--- config.mk ---
export PLATFORM = sky130hd
export DESIGN_NAME = bp_me_cache_dma_to_bedrock
export DESIGN_NICKNAME = d
export VERILOG_FILES = /design/src/rtl/bp_me_cache_dma_to_bedrock.sv
export SDC_FILE = /design/constraint.sdc
export NUM_CORES = 2
export LEC_CHECK = 0
export CAP_MARGIN = 10
export CORE_AREA = 3 3 546 548
export CTS_CLUSTER_DIAMETER = 120
export DETAILED_ROUTE_END_ITERATION = 6
export DIE_AREA = 0 0 549 551
export HOLD_SLACK_MARGIN = 0.03
export SETUP_SLACK_MARGIN = 0.15
export SLEW_MARGIN = 20
export SYNTH_ARGS = -nofsm -noshare
export SYNTH_HDL_FRONTEND = slang
export SYNTH_SLANG_ARGS = --single-unit
--- constraint.sdc ---
create_clock -name clk_i -period 7.9 [get_ports clk_i]
set_input_delay 1.58 -clock clk_i [delete_from_list [all_inputs] [get_ports clk_i]]
set_output_delay 1.58 -clock clk_i [all_outputs]
set_load 0.03 [all_outputs]
--- src/rtl/bp_me_cache_dma_to_bedrock.sv ---
// Bridges the L2 slice's split DMA streams (header + dword beats) to full-block
// BedRock mem messages, and splits full-block responses back into header + beats.
module bp_me_cache_dma_to_bedrock #(
    parameter int paddr_width_p     = 40,
    parameter int cce_block_width_p = 512,
    parameter int lce_id_width_p    = 4,
    parameter int lce_assoc_p       = 8,
    parameter int data_width_p      = 64,
    localparam int way_id_width_lp  = (lce_assoc_p > 1) ? $clog2(lce_assoc_p) : 1,
    // Header layout, LSB first: msg_type[4], subop[4], addr, size[3], lce_id, way_id
    localparam int cce_mem_msg_header_width_lp =
        4 + 4 + paddr_width_p + 3 + lce_id_width_p + way_id_width_lp,
    localparam int cce_mem_msg_width_lp = cce_mem_msg_header_width_lp + cce_block_width_p,
    localparam int beats_lp = cce_block_width_p / data_width_p
) (
    input  logic                                   clk_i,
    input  logic                                   reset_i,

    input  logic [cce_mem_msg_header_width_lp-1:0] dma_cmd_header_i,
    input  logic                                   dma_cmd_header_v_i,
    output logic                                   dma_cmd_header_yumi_o,
    input  logic [data_width_p-1:0]                dma_cmd_data_i,
    input  logic                                   dma_cmd_data_v_i,
    output logic                                   dma_cmd_data_yumi_o,

    output logic [cce_mem_msg_header_width_lp-1:0] dma_resp_header_o,
    output logic                                   dma_resp_header_v_o,
    input  logic                                   dma_resp_header_ready_i,
    output logic [data_width_p-1:0]                dma_resp_data_o,
    output logic                                   dma_resp_data_v_o,
    input  logic                                   dma_resp_data_ready_i,

    output logic [cce_mem_msg_width_lp-1:0]        mem_cmd_o,
    output logic                                   mem_cmd_v_o,
    input  logic                                   mem_cmd_ready_i,

    input  logic [cce_mem_msg_width_lp-1:0]        mem_resp_i,
    input  logic                                   mem_resp_v_i,
    output logic                                   mem_resp_yumi_o
);

    localparam int hdr_w_lp = cce_mem_msg_header_width_lp;
    localparam int cnt_w_lp = (beats_lp > 1) ? $clog2(beats_lp) : 1;
    localparam logic [cnt_w_lp-1:0] last_beat_lp = cnt_w_lp'(beats_lp - 1);

    typedef enum logic [3:0] {
        e_bedrock_mem_rd    = 4'd0,
        e_bedrock_mem_wr    = 4'd1,
        e_bedrock_mem_uc_rd = 4'd2,
        e_bedrock_mem_uc_wr = 4'd3
    } bedrock_mem_type_e;

    typedef enum logic [1:0] {e_ready, e_data, e_send} cmd_state_e;
    typedef enum logic {e_resp_ready, e_resp_stream} resp_state_e;

    // ---------------------------------------------------------------- cmd path
    cmd_state_e                 cmd_state_reg;
    logic [hdr_w_lp-1:0]        cmd_header_reg;
    logic [cnt_w_lp-1:0]        cmd_cnt_reg;
    logic [data_width_p-1:0]    cmd_beat_reg [beats_lp];
    logic                       cmd_is_wr;
    logic                       cmd_hdr_take;
    logic                       cmd_beat_take;

    assign cmd_is_wr = (dma_cmd_header_i[3:0] == e_bedrock_mem_wr)
                    || (dma_cmd_header_i[3:0] == e_bedrock_mem_uc_wr);

    // Handshakes are gated by reset so nothing is consumed while the block is held.
    assign cmd_hdr_take  = ~reset_i & (cmd_state_reg == e_ready) & dma_cmd_header_v_i;
    assign cmd_beat_take = ~reset_i & (cmd_state_reg == e_data)  & dma_cmd_data_v_i;

    assign dma_cmd_header_yumi_o = cmd_hdr_take;
    assign dma_cmd_data_yumi_o   = cmd_beat_take;
    assign mem_cmd_v_o           = (cmd_state_reg == e_send);
    assign mem_cmd_o[hdr_w_lp-1:0] = cmd_header_reg;

    always_ff @(posedge clk_i) begin
        if (reset_i) begin
            cmd_state_reg  <= e_ready;
            cmd_header_reg <= '0;
            cmd_cnt_reg    <= '0;
        end else begin
            case (cmd_state_reg)
                e_ready: begin
                    if (cmd_hdr_take) begin
                        cmd_header_reg <= dma_cmd_header_i;
                        cmd_cnt_reg    <= '0;
                        cmd_state_reg  <= cmd_is_wr ? e_data : e_send;
                    end
                end
                e_data: begin
                    if (cmd_beat_take) begin
                        if (cmd_cnt_reg == last_beat_lp) begin
                            cmd_cnt_reg   <= '0;
                            cmd_state_reg <= e_send;
                        end else begin
                            cmd_cnt_reg <= cmd_cnt_reg + 1'b1;
                        end
                    end
                end
                e_send: begin
                    if (mem_cmd_ready_i) begin
                        cmd_state_reg <= e_ready;
                    end
                end
                default: cmd_state_reg <= e_ready;
            endcase
        end
    end

    // Each beat slot owns its register; slots clear on every new header so reads carry zero data.
    for (genvar gi = 0; gi < beats_lp; gi++) begin : g_cmd_beat
        always_ff @(posedge clk_i) begin
            if (reset_i || cmd_hdr_take) begin
                cmd_beat_reg[gi] <= '0;
            end else if (cmd_beat_take && (cmd_cnt_reg == cnt_w_lp'(gi))) begin
                cmd_beat_reg[gi] <= dma_cmd_data_i;
            end
        end
        assign mem_cmd_o[hdr_w_lp + gi*data_width_p +: data_width_p] = cmd_beat_reg[gi];
    end

    // --------------------------------------------------------------- resp path
    resp_state_e                  resp_state_reg;
    logic [cce_mem_msg_width_lp-1:0] resp_msg_reg;
    logic                         hdr_pend_reg;
    logic                         dat_pend_reg;
    logic [cnt_w_lp-1:0]          rcnt_reg;
    logic [data_width_p-1:0]      resp_beat [beats_lp];
    logic                         resp_is_wr;
    logic                         resp_take;
    logic                         hdr_hs;
    logic                         dat_hs;
    logic                         hdr_pend_next;
    logic                         dat_pend_next;

    assign resp_is_wr = (mem_resp_i[3:0] == e_bedrock_mem_wr)
                     || (mem_resp_i[3:0] == e_bedrock_mem_uc_wr);
    assign resp_take  = ~reset_i & (resp_state_reg == e_resp_ready) & mem_resp_v_i;

    assign mem_resp_yumi_o     = resp_take;
    assign dma_resp_header_o   = resp_msg_reg[hdr_w_lp-1:0];
    assign dma_resp_header_v_o = hdr_pend_reg;
    assign dma_resp_data_v_o   = dat_pend_reg;
    assign dma_resp_data_o     = resp_beat[rcnt_reg];

    for (genvar gi = 0; gi < beats_lp; gi++) begin : g_resp_beat
        assign resp_beat[gi] = resp_msg_reg[hdr_w_lp + gi*data_width_p +: data_width_p];
    end

    // Header and data channels retire independently; the message is done when both are.
    always_comb begin
        hdr_hs        = hdr_pend_reg & dma_resp_header_ready_i;
        dat_hs        = dat_pend_reg & dma_resp_data_ready_i;
        hdr_pend_next = hdr_pend_reg & ~hdr_hs;
        dat_pend_next = dat_pend_reg & ~(dat_hs & (rcnt_reg == last_beat_lp));
    end

    always_ff @(posedge clk_i) begin
        if (reset_i) begin
            resp_state_reg <= e_resp_ready;
            resp_msg_reg   <= '0;
            hdr_pend_reg   <= 1'b0;
            dat_pend_reg   <= 1'b0;
            rcnt_reg       <= '0;
        end else begin
            case (resp_state_reg)
                e_resp_ready: begin
                    if (resp_take) begin
                        resp_msg_reg   <= mem_resp_i;
                        hdr_pend_reg   <= 1'b1;
                        dat_pend_reg   <= ~resp_is_wr;
                        rcnt_reg       <= '0;
                        resp_state_reg <= e_resp_stream;
                    end
                end
                e_resp_stream: begin
                    hdr_pend_reg <= hdr_pend_next;
                    dat_pend_reg <= dat_pend_next;
                    if (dat_hs) begin
                        rcnt_reg <= (rcnt_reg == last_beat_lp) ? '0 : rcnt_reg + 1'b1;
                    end
                    if (!hdr_pend_next && !dat_pend_next) begin
                        resp_state_reg <= e_resp_ready;
                    end
                end
                default: resp_state_reg <= e_resp_ready;
            endcase
        end
    end

endmodule
==> flow_summary.ini <==
[outcome]
status = completed

[logic_synthesis]
synth_cell_type_count = 40
synthCells = 4073
yosysSeqAreaShare_pct = 60.38
synth_edf_count = 512
yosys_register_bits = 1151
synthesis.area_sq_um = 46650
synthesis.nets = 4781
yosys_most_used_dff = dfxtp_1
async_flop_share_pct = 0
synth_area_per_cell_sq_um = 11.45
ys_warn_count = 0

[sta]
holdWs_ns = 0.4708
worst_slew_pin_slew_ns = 1.130
finalSetupViolations = 0
clock.fmax_mhz = 183.7
slew_headroom_pct = 24.65
setup_tns_ns = 0
layout_min_cycle_time_ns = 5.442
hold_violations = 0
skew_ns = 0.03109
rsz0062_at_grt = no
min_period_over_period_pct = 68.89
report.final.slew_viol_count = 0

[critical_path]
crit_path_end_kind = output pin
r2r-end = resp_msg_reg[277]$_SDFFE_PP0P_
critPathRequiredTime_ns = 6.32
reg2reg_slack_ns = 3.82
worstPathMaxFanout = 44
worstReg2RegStart = resp_state_reg$_SDFF_PP0_
arrival_ns = 3.86
rr_worst_depth = 6
path_class = in2out
start_kind = input port

[placed_design]
io_buffers = 1397
dp_hpwl_um = 151400
gp_congestion = 0.9054

[detailed_routing]
detail_route.vias_per_cell = 3.855
drtAntennaViolNets = 0
first_pass_iters = 7
drt_iter0_drc = 2794
vias = 35977
drcViolationCount = 0
wl_um = 201800
post_drt_wl_per_cell_um = 21.62

[clock_network]
cts_setup_buffers = 0
cts.sinks = 1151
cts.clk_slew.worst_paths_ns = 0.05
htree_levels = 4
ctsHoldBuffers = 0
cts_root_buf = clkbuf_16
cts.path.max_buffers = 4
cts_made_buffers = 140
insertion_delay_ns = 0.78
tritoncts = yes
ctsResizeCount = 0

[global_routing]
gr-total-overflow = 0
grtUsageTotal_pct = 12.55
use_met1_pct = 13.73
grt-busiest-layer = met2
grt_use_met3_pct = 4.476
antenna_found_initial = 97
grtUsageMet2_pct = 21.97
grt_max_degree = 213
grt_pass1_vias = 36238
grt_first_pass_wirelength_um = 275800

[finish]
nets = 5989
drive_above_1_share_pct = 8.538
synthToLayoutAreaGrowth_pct = 46.80
largest_register_ffs = 570

[hold_path]
hold_path.class = reg2reg
hold_path_end = resp_msg_reg[247]$_SDFFE_PP0P_
hold_start = resp_msg_reg[247]$_SDFFE_PP0P_
hold_depth = 2

[floorplanning]
dieHeight_um = 551
row_count = 199
die-area_sq_um = 302500
initial_utilization_pct = 15.89
die_w_um = 549
pin_count = 1398
core_area_sq_um = 293600

[power_and_ir_drop]
finalPower_w = 0.01530
p_per_area_nw_per_um2 = 223.4
p_leak_nw = 26.79
vdd_drop_max_v = 0.0001883

[job]
maxCapViolCount = 0
synth_stat cells (4+ instances only):
master    instances  area (sq um)
buf_4            97         728.2
nand3b_1        575          4317
mux4_2          128          2883
edfxtp_1        512         15370
buf_6            12         135.1
nand3_1           5         25.02
clkbuf_1        166         623.1
and2_1          384          2402
buf_2            85         425.4
inv_1             4         15.01
dfxtp_1         639         12790
a21oi_1          10         50.05
buf_8            10         150.1
mux2_2           64         720.7
nand2_1        1147          4305
ha_1              8         100.1
and3_1          131         819.5
nand2b_1          6         37.54
nor2_1            6         22.52
a22o_1           58         508.0
layout by cell type, fill, tap and decap left out, types with 13 or more instances in the layout:
cell type / count
clkbuf_8: 13
buf_4: 32
and3_1: 128
diode_2: 37
clkinv_2: 14
mux4_2: 128
nand3b_1: 575
clkbuf_16: 141
clkdlybuf4s50_1: 1396
nand2_1: 1145
mux2_2: 64
and2_1: 384
clkbuf_1: 30
dfxtp_1: 636
a22o_1: 58
edfxtp_1: 512
where the power goes:
| group | switching, W | leakage [nW] | internal [W] |
|---|---|---|---|
| Sequential | 0.000212 | 10.8 | 0.00663 |
| Clock | 0.00269 | 2.14 | 0.00360 |
| Combinational | 0.00121 | 13.8 | 0.000949 |
kinds of logic after synthesis:
kind of cell	synth area share, %
AO/OA/AOI/OAI	1.298
adder cells (fa/ha/maj)	0.2146
buffers and inverters	4.479
AND/OR/NAND/NOR	25.90
multiplexers	7.725
flip-flops	60.38
final cells by class:
cell class	instances	area [sq um]
Sequential cell	1151	28180
Inverter	5	35.03
Fill cell	31082	225100
Tap cell	3919	4903
Timing Repair Buffer	1438	14400
Multi-Input combinational cell	2545	16480
Antenna cell	37	92.59
Clock inverter	52	556.8
Clock buffer	185	3825
routing by layer:
metal	up-vias	part of all wire, %
met2	1750	49
met5	-	0.24
li1	16338	-
met1	17410	36
met3	409	9.8
met4	70	4.1
per-stage QoR:
| stage | worst slack (ns) | cells | utilization (%) | area (sq um) |
|---|---|---|---|---|
| 3_5_place_dp | 2.458 | 9058 | 21.80 | 63990 |
| 2_1_floorplan | 3.307 | 4073 | - | 46650 |
| 4_1_cts | 2.319 | 9295 | 23.29 | 68380 |
| 3_3_place_gp | 2.485 | 9058 | 21.80 | 63990 |
| 5_1_grt | 2.292 | 9322 | 23.32 | 68450 |
| 6_report | 2.458 | 9332 | 23.33 | 68480 |
worst max-delay path, stage by stage:
cell	delay (ns)
clkdlybuf4s50_1	0.54
or3b_4	0.66
inv_16	0.27
clkdlybuf4s50_1	0.73
how the worst max path moves through the flow:
stage               cells past startpoint                      from  slack (ns)                            endpoint
floorplan                               6                   reset_i        3.31  cmd_beat_reg[0][192]$_SDFFCE_PN0P_
finish                                  4              mem_resp_v_i        2.46                     mem_resp_yumi_o
CTS                                     4  rcnt_reg[0]$_SDFFE_PP0P_        2.32                 dma_resp_data_o[11]
global placement                        4              mem_resp_v_i        2.49                     mem_resp_yumi_o
global route                            4  rcnt_reg[0]$_SDFFE_PP0P_        2.29                 dma_resp_data_o[11]
detailed placement                      7              mem_resp_v_i        2.46      resp_msg_reg[533]$_SDFFE_PP0P_
Power figures use the tool's default switching activity.
